File: config.mk
export PLATFORM = sky130hd
export DESIGN_NAME = max_unpool_upsampler_flat
export DESIGN_NICKNAME = d
export VERILOG_FILES = /design/src/rtl/max_unpool_upsampler_if.sv /design/src/rtl/max_unpool_upsampler.sv /design/src/flat_wrapper.sv
export SDC_FILE = /design/constraint.sdc
export NUM_CORES = 1
export LEC_CHECK = 0
export BUFFER_PORTS_ARGS = -buffer_cell sky130_fd_sc_hd__buf_2
export CELL_PAD_IN_SITES_DETAIL_PLACEMENT = 0
export CELL_PAD_IN_SITES_GLOBAL_PLACEMENT = 1
export CORE_ASPECT_RATIO = 0.6
export CORE_MARGIN = 2
export CORE_UTILIZATION = 58
export DETAILED_ROUTE_END_ITERATION = 10
export HOLD_SLACK_MARGIN = 0.03
export PLACE_DENSITY_LB_ADDON = 0.12
export SYNTH_ARGS = -nofsm -noshare
export SYNTH_HDL_FRONTEND = slang
export SYNTH_SLANG_ARGS = --single-unit
File: constraint.sdc
create_clock -name clk -period 6.2 [get_ports clk]
set_input_delay 0.31 -clock clk [delete_from_list [all_inputs] [get_ports clk]]
set_output_delay 0.31 -clock clk [all_outputs]
set_load 0.005 [all_outputs]
File: src/rtl/max_unpool_upsampler_if.sv
// Pixel stream bundle between the max-unpool upsampler and its neighbours.
`timescale 1ns/1ps
interface max_unpool_upsampler_if #(
  parameter int unsigned DATA_W = 22
) ();
  logic                     start_signal;
  logic                     pixel_valid;
  logic                     pixel_ready;
  logic signed [DATA_W-1:0] pixel_in;
  logic signed [DATA_W-1:0] result_out;
  logic                     result_valid;
  logic                     result_eol;
  logic                     done_signal;

  modport master (
    output start_signal, pixel_valid, pixel_in,
    input  pixel_ready, result_out, result_valid, result_eol, done_signal
  );

  modport slave (
    input  start_signal, pixel_valid, pixel_in,
    output pixel_ready, result_out, result_valid, result_eol, done_signal
  );
endinterface

File: src/rtl/max_unpool_upsampler.sv
// 2x nearest-neighbour upsampler: each pooled pixel becomes a 2x2 block,
// even output rows stream from the input, odd rows replay a line buffer.
`timescale 1ns/1ps
module max_unpool_upsampler #(
  parameter int unsigned IN_WIDTH  = 16,
  parameter int unsigned IN_HEIGHT = 16,
  parameter int unsigned DATA_W    = 22
) (
  input  logic                    clk,
  input  logic                    rst,
  max_unpool_upsampler_if.slave   bus
);
  localparam int unsigned XW = $clog2(IN_WIDTH) + 1;
  localparam int unsigned YW = $clog2(IN_HEIGHT) + 1;
  localparam int unsigned AW = (IN_WIDTH > 1) ? $clog2(IN_WIDTH) : 1;
  localparam logic [XW-1:0] X_LAST = XW'(IN_WIDTH - 1);
  localparam logic [YW-1:0] Y_LAST = YW'(IN_HEIGHT - 1);

  typedef enum logic [1:0] {IDLE, EVEN_ROW, ODD_ROW, DONE} state_t;

  state_t                   state, state_d;
  logic [XW-1:0]            in_x, in_x_d;
  logic [YW-1:0]            in_y, in_y_d;
  logic                     phase, phase_d;
  logic signed [DATA_W-1:0] out_q, out_d;
  logic                     valid_q, valid_d;
  logic                     eol_q, eol_d;
  logic                     buf_we;
  logic                     ready;
  logic                     accept;
  logic signed [DATA_W-1:0] line_buf [IN_WIDTH];

  assign ready  = (state == EVEN_ROW) && !phase;
  assign accept = ready && bus.pixel_valid;

  assign bus.pixel_ready  = ready;
  assign bus.result_out   = out_q;
  assign bus.result_valid = valid_q;
  assign bus.result_eol   = eol_q;
  assign bus.done_signal  = (state == DONE);

  // State, counters and registered output beat
  always_ff @(posedge clk or posedge rst) begin
    if (rst) begin
      state   <= IDLE;
      in_x    <= '0;
      in_y    <= '0;
      phase   <= 1'b0;
      out_q   <= '0;
      valid_q <= 1'b0;
      eol_q   <= 1'b0;
    end else begin
      state   <= state_d;
      in_x    <= in_x_d;
      in_y    <= in_y_d;
      phase   <= phase_d;
      out_q   <= out_d;
      valid_q <= valid_d;
      eol_q   <= eol_d;
    end
  end

  // Even-row pixels are kept for replay on the following odd row
  always_ff @(posedge clk) begin
    if (buf_we) line_buf[in_x[AW-1:0]] <= bus.pixel_in;
  end

  always_comb begin
    state_d = state;
    in_x_d  = in_x;
    in_y_d  = in_y;
    phase_d = phase;
    out_d   = out_q;
    valid_d = 1'b0;
    eol_d   = 1'b0;
    buf_we  = 1'b0;
    case (state)
      IDLE: begin
        if (bus.start_signal) begin
          state_d = EVEN_ROW;
          in_x_d  = '0;
          in_y_d  = '0;
          phase_d = 1'b0;
        end
      end
      EVEN_ROW: begin
        if (!phase) begin
          if (accept) begin
            out_d   = bus.pixel_in;
            valid_d = 1'b1;
            buf_we  = 1'b1;
            phase_d = 1'b1;
          end
        end else begin
          // Second beat of the pair is never stalled
          valid_d = 1'b1;
          phase_d = 1'b0;
          if (in_x == X_LAST) begin
            eol_d   = 1'b1;
            in_x_d  = '0;
            state_d = ODD_ROW;
          end else begin
            in_x_d = in_x + XW'(1);
          end
        end
      end
      ODD_ROW: begin
        out_d   = line_buf[in_x[AW-1:0]];
        valid_d = 1'b1;
        phase_d = !phase;
        if (phase) begin
          if (in_x == X_LAST) begin
            eol_d  = 1'b1;
            in_x_d = '0;
            if (in_y == Y_LAST) begin
              state_d = DONE;
            end else begin
              in_y_d  = in_y + YW'(1);
              state_d = EVEN_ROW;
            end
          end else begin
            in_x_d = in_x + XW'(1);
          end
        end
      end
      DONE: begin
        state_d = IDLE;
      end
      default: begin
        state_d = IDLE;
      end
    endcase
  end
endmodule

File: src/flat_wrapper.sv
// flat-port wrapper written by rule: the top's interface ports become plain ports
module max_unpool_upsampler_flat 
#(
  parameter int unsigned IN_WIDTH  = 16,
  parameter int unsigned IN_HEIGHT = 16,
  parameter int unsigned DATA_W    = 22
)
  (clk, rst, bus_start_signal, bus_pixel_valid, bus_pixel_in, bus_pixel_ready, bus_result_out, bus_result_valid, bus_result_eol, bus_done_signal);
  max_unpool_upsampler_if #(.DATA_W(DATA_W)) bus_i ();
  input  logic clk;
  input  logic rst;
  input wire logic [$bits(bus_i.start_signal)-1:0] bus_start_signal;
  input wire logic [$bits(bus_i.pixel_valid)-1:0] bus_pixel_valid;
  input wire logic [$bits(bus_i.pixel_in)-1:0] bus_pixel_in;
  output wire logic [$bits(bus_i.pixel_ready)-1:0] bus_pixel_ready;
  output wire logic [$bits(bus_i.result_out)-1:0] bus_result_out;
  output wire logic [$bits(bus_i.result_valid)-1:0] bus_result_valid;
  output wire logic [$bits(bus_i.result_eol)-1:0] bus_result_eol;
  output wire logic [$bits(bus_i.done_signal)-1:0] bus_done_signal;
  assign bus_i.start_signal = bus_start_signal;
  assign bus_i.pixel_valid = bus_pixel_valid;
  assign bus_i.pixel_in = bus_pixel_in;
  assign bus_pixel_ready = bus_i.pixel_ready;
  assign bus_result_out = bus_i.result_out;
  assign bus_result_valid = bus_i.result_valid;
  assign bus_result_eol = bus_i.result_eol;
  assign bus_done_signal = bus_i.done_signal;
  max_unpool_upsampler #(.IN_WIDTH(IN_WIDTH), .IN_HEIGHT(IN_HEIGHT), .DATA_W(DATA_W)) u_core (.clk(clk), .rst(rst), .bus(bus_i));
endmodule
==> impl_metrics.json <==
{
  "outcome": "completed",
  "synth_fp_nets": 780,
  "cts.path.max_buffers": 3,
  "start_util_pct": 59.5,
  "num_vias": 7808,
  "fin_crit_sh_pct": 52.1,
  "io_pins": 52,
  "cts_tree": "done",
  "drc": 0,
  "die_area_sq_um": 27500,
  "grt_overflow": 0,
  "synth_flop_cell": "edfxtp_1",
  "leakage_nw": 5.58,
  "drive_gt1_share_pct": 28.7,
  "die_w_um": 213,
  "finalSetupViolCount": 0,
  "switching_share_pct": 28.2,
  "drv_cap": 0,
  "fp.coreArea_sq_um": 25500,
  "wl_um": 33700,
  "fin_skew_ns": 0.0230,
  "seqPwrFrac_pct": 45.6,
  "numCtsBuffers": 36,
  "ff_latch_area_sq_um": 11500,
  "track_usage_pct": 25.7,
  "ys_seq_area_share_pct": 75.7,
  "max_freq_ghz": 0.310,
  "reg2reg_slack_ns": 2.97,
  "powerDensity_nw_per_um2": 408,
  "synth_area_sq_um": 15200,
  "cp_cell_sequence": "buf_4 -> ha_1 -> nand2_1 -> nor2_2 -> buf_4",
  "synth_edf_count": 352,
  "postLayoutCellArea_sq_um": 17100,
  "synth_top_area_share_pct": 69.6,
  "min_period_ns": 3.23,
  "cts_sinks": 389,
  "internal-power_mw": 5.00,
  "clockPowerShare_pct": 30.8,
  "htreeDepth": 2,
  "viasPerCell": 6.53,
  "area.growth.synth_to_final_pct": 12.4,
  "worstPathRequired_ns": 6.39,
  "tightest_slew_ns": 1.06,
  "irDropWorstVdd_mv": 0.356,
  "end_kind": "register",
  "fillers": 1659,
  "grt_max_degree": 72,
  "netlist_top_cells_count": "edfxtp_1, mux4_2, a22oi_1",
  "setup-tns-final_ns": 0,
  "syn_avg_cell_area_sq_um": 20.4,
  "switchingPower_mw": 1.97,
  "grt_pass1_vias": 7777,
  "clk_transition_reported_paths_ns": 0.06,
  "post_cts_buffers": 0,
  "drt-pass1-iter-count": 5,
  "relSlewSlack_pct": 29.1,
  "rows": 45,
  "setup.worst_path.start_class": "register",
  "drt-wirelength-per-cell_um": 28.2,
  "arrival_ns": 3.42,
  "yosys_warnings": 0,
  "cp_slowest_cell": "buf_4",
  "synth_seq_cells": 389,
  "hold_class": "input port to asynchronous set/reset pin",
  "synth_top_area_cell": "edfxtp_1",
  "drt_iter0_drc": 1152,
  "rsz0062_at_grt": "no",
  "cp_common_cell": "buf_4",
  "synth_most_common_cell": "edfxtp_1",
  "synthCells": 743,
  "p_comb_share_pct": 23.6,
  "place_congestion": 0.757,
  "grt_pass1_wl_um": 50100,
  "port_buffers": 51,
  "antenna_found_initial": 2,
  "hpwl_um": 18400,
  "ctsResizeCount": 0,
  "async_flop_share_pct": 9.51,
  "multiInputGateArea_sq_um": 3500,
  "path_max_fanout": 71,
  "synthTopCellsByArea": "edfxtp_1, mux4_2, dfrtp_1, a22oi_1, a221o_1",
  "hold_viol": 0,
  "cts_hold_buf": 0,
  "synth_cell_types": 40,
  "maxSlewViolCount": 0,
  "worst_skew_pair.late_latency_ns": 0.53,
  "nets": 851,
  "setup.worst_path.class": "register to register",
  "die_y_um": 129,
  "ant_nets": 0,
  "clock-root-buffer": "clkbuf_16",
  "placed_area_sq_um": 15900,
  "place_ws_ns": 3.00,
  "cpPeakStageDelay_ns": 0.87,
  "fin_ws_ns": 2.97
}
-- cell type report --
class | instances | area share [%]
flip-flops and latches | 389 | 67.4
multi-input cells | 301 | 20.5
clock buffers | 47 | 5.64
well taps | 352 | 2.58
repair buffers | 75 | 2.55
clock inverters | 18 | 1.04
inverters | 11 | 0.242
diodes | 2 | 0.0293
-- final timing paths --
check / startpoint / to / cells past startpoint
worst max-delay path: u_core.in_x[1] / u_core.line_buf[10][20] / 5
worst max register to register: u_core.in_x[1] / u_core.line_buf[10][20] / 5
worst min-delay path: rst / u_core.bus.result_out[3] / 2
min in group clk: bus_pixel_valid / u_core.bus.result_valid / 3
max in group asynchronous: rst / u_core.in_x[0] / 2
worst min register to register: u_core.bus.result_out[0] / u_core.bus.result_out[0] / 1
-- worst max-delay path: cells and delay by family (launching register included) --
kind | cells | cell delay, ns
buffers and inverters | 2 | 1.27
flip-flops | 1 | 0.65
AND/OR/NAND/NOR | 2 | 0.63
adder cells (fa/ha/maj) | 1 | 0.29
-- per-stage QoR --
| step | util [%] | hold slack [ns] | power [mW] | instances |
|---|---|---|---|---|
| finish | 66.9 | 0.0523 | 6.97 | 1195 |
| global route | 66.9 | 0.123 | 7.26 | 1193 |
| CTS | 66.9 | 0.0564 | 7.01 | 1193 |
| detailed placement | 62.4 | 0.499 | 4.88 | 1128 |
| global placement | 62.4 | 0.492 | 4.82 | 1128 |
| floorplan | - | 0.409 | 4.37 | 743 |
-- layout by cell type (no fill, tap or decap), drive strengths merged, types with 4 or more instances in the layout --
master  Yosys  layout
nor2       23      23
nand3       7       7
clkbuf     27      47
inv        11      12
dfrtp      37      37
clkinv      0      13
edfxtp    352     352
nor3b      23      23
nor3        6       6
nand2      32      32
a221o      22      22
nor2b       4       4
ha         11      11
mux4       88      88
a22oi      44      44
o21ai      13      13
buf        15      75
-- power groups by stage --
stage / Sequential [mW] / Combinational (mW) / Clock, mW
after detailed placement: 3.23 / 1.64 / 0
final: 3.18 / 1.64 / 2.15
after global placement: 3.22 / 1.60 / 0
after global routing: 3.20 / 1.78 / 2.29
after floorplan: 3.14 / 1.24 / 0
after CTS: 3.18 / 1.65 / 2.18
-- logic make-up after synthesis --
group                    after synthesis  synth area share, %
AO/OA/AOI/OAI                         96                 4.97
adder cells (fa/ha/maj)               11                0.906
buffers and inverters                 53                 1.73
flip-flops                           389                 75.7
multiplexers                          91                 13.2
AND/OR/NAND/NOR                      103                 3.44
-- registers in the layout, summed over array words and instances, names as in the netlist --
name,count
u_core.in_y,5
u_core.bus.result_eol,1
u_core.in_x,5
u_core.bus.result_valid,1
u_core.bus.result_out,22
u_core.state,2
u_core.line_buf,352
u_core.phase,1
-- layer usage --
layer	part of all wire [%]	global-route usage [%]
met1	45	40.5
met2	45	37.6
met3	8.8	5.70
met4	1.5	5.92
met5	0	0
Power figures use the tool's default switching activity.
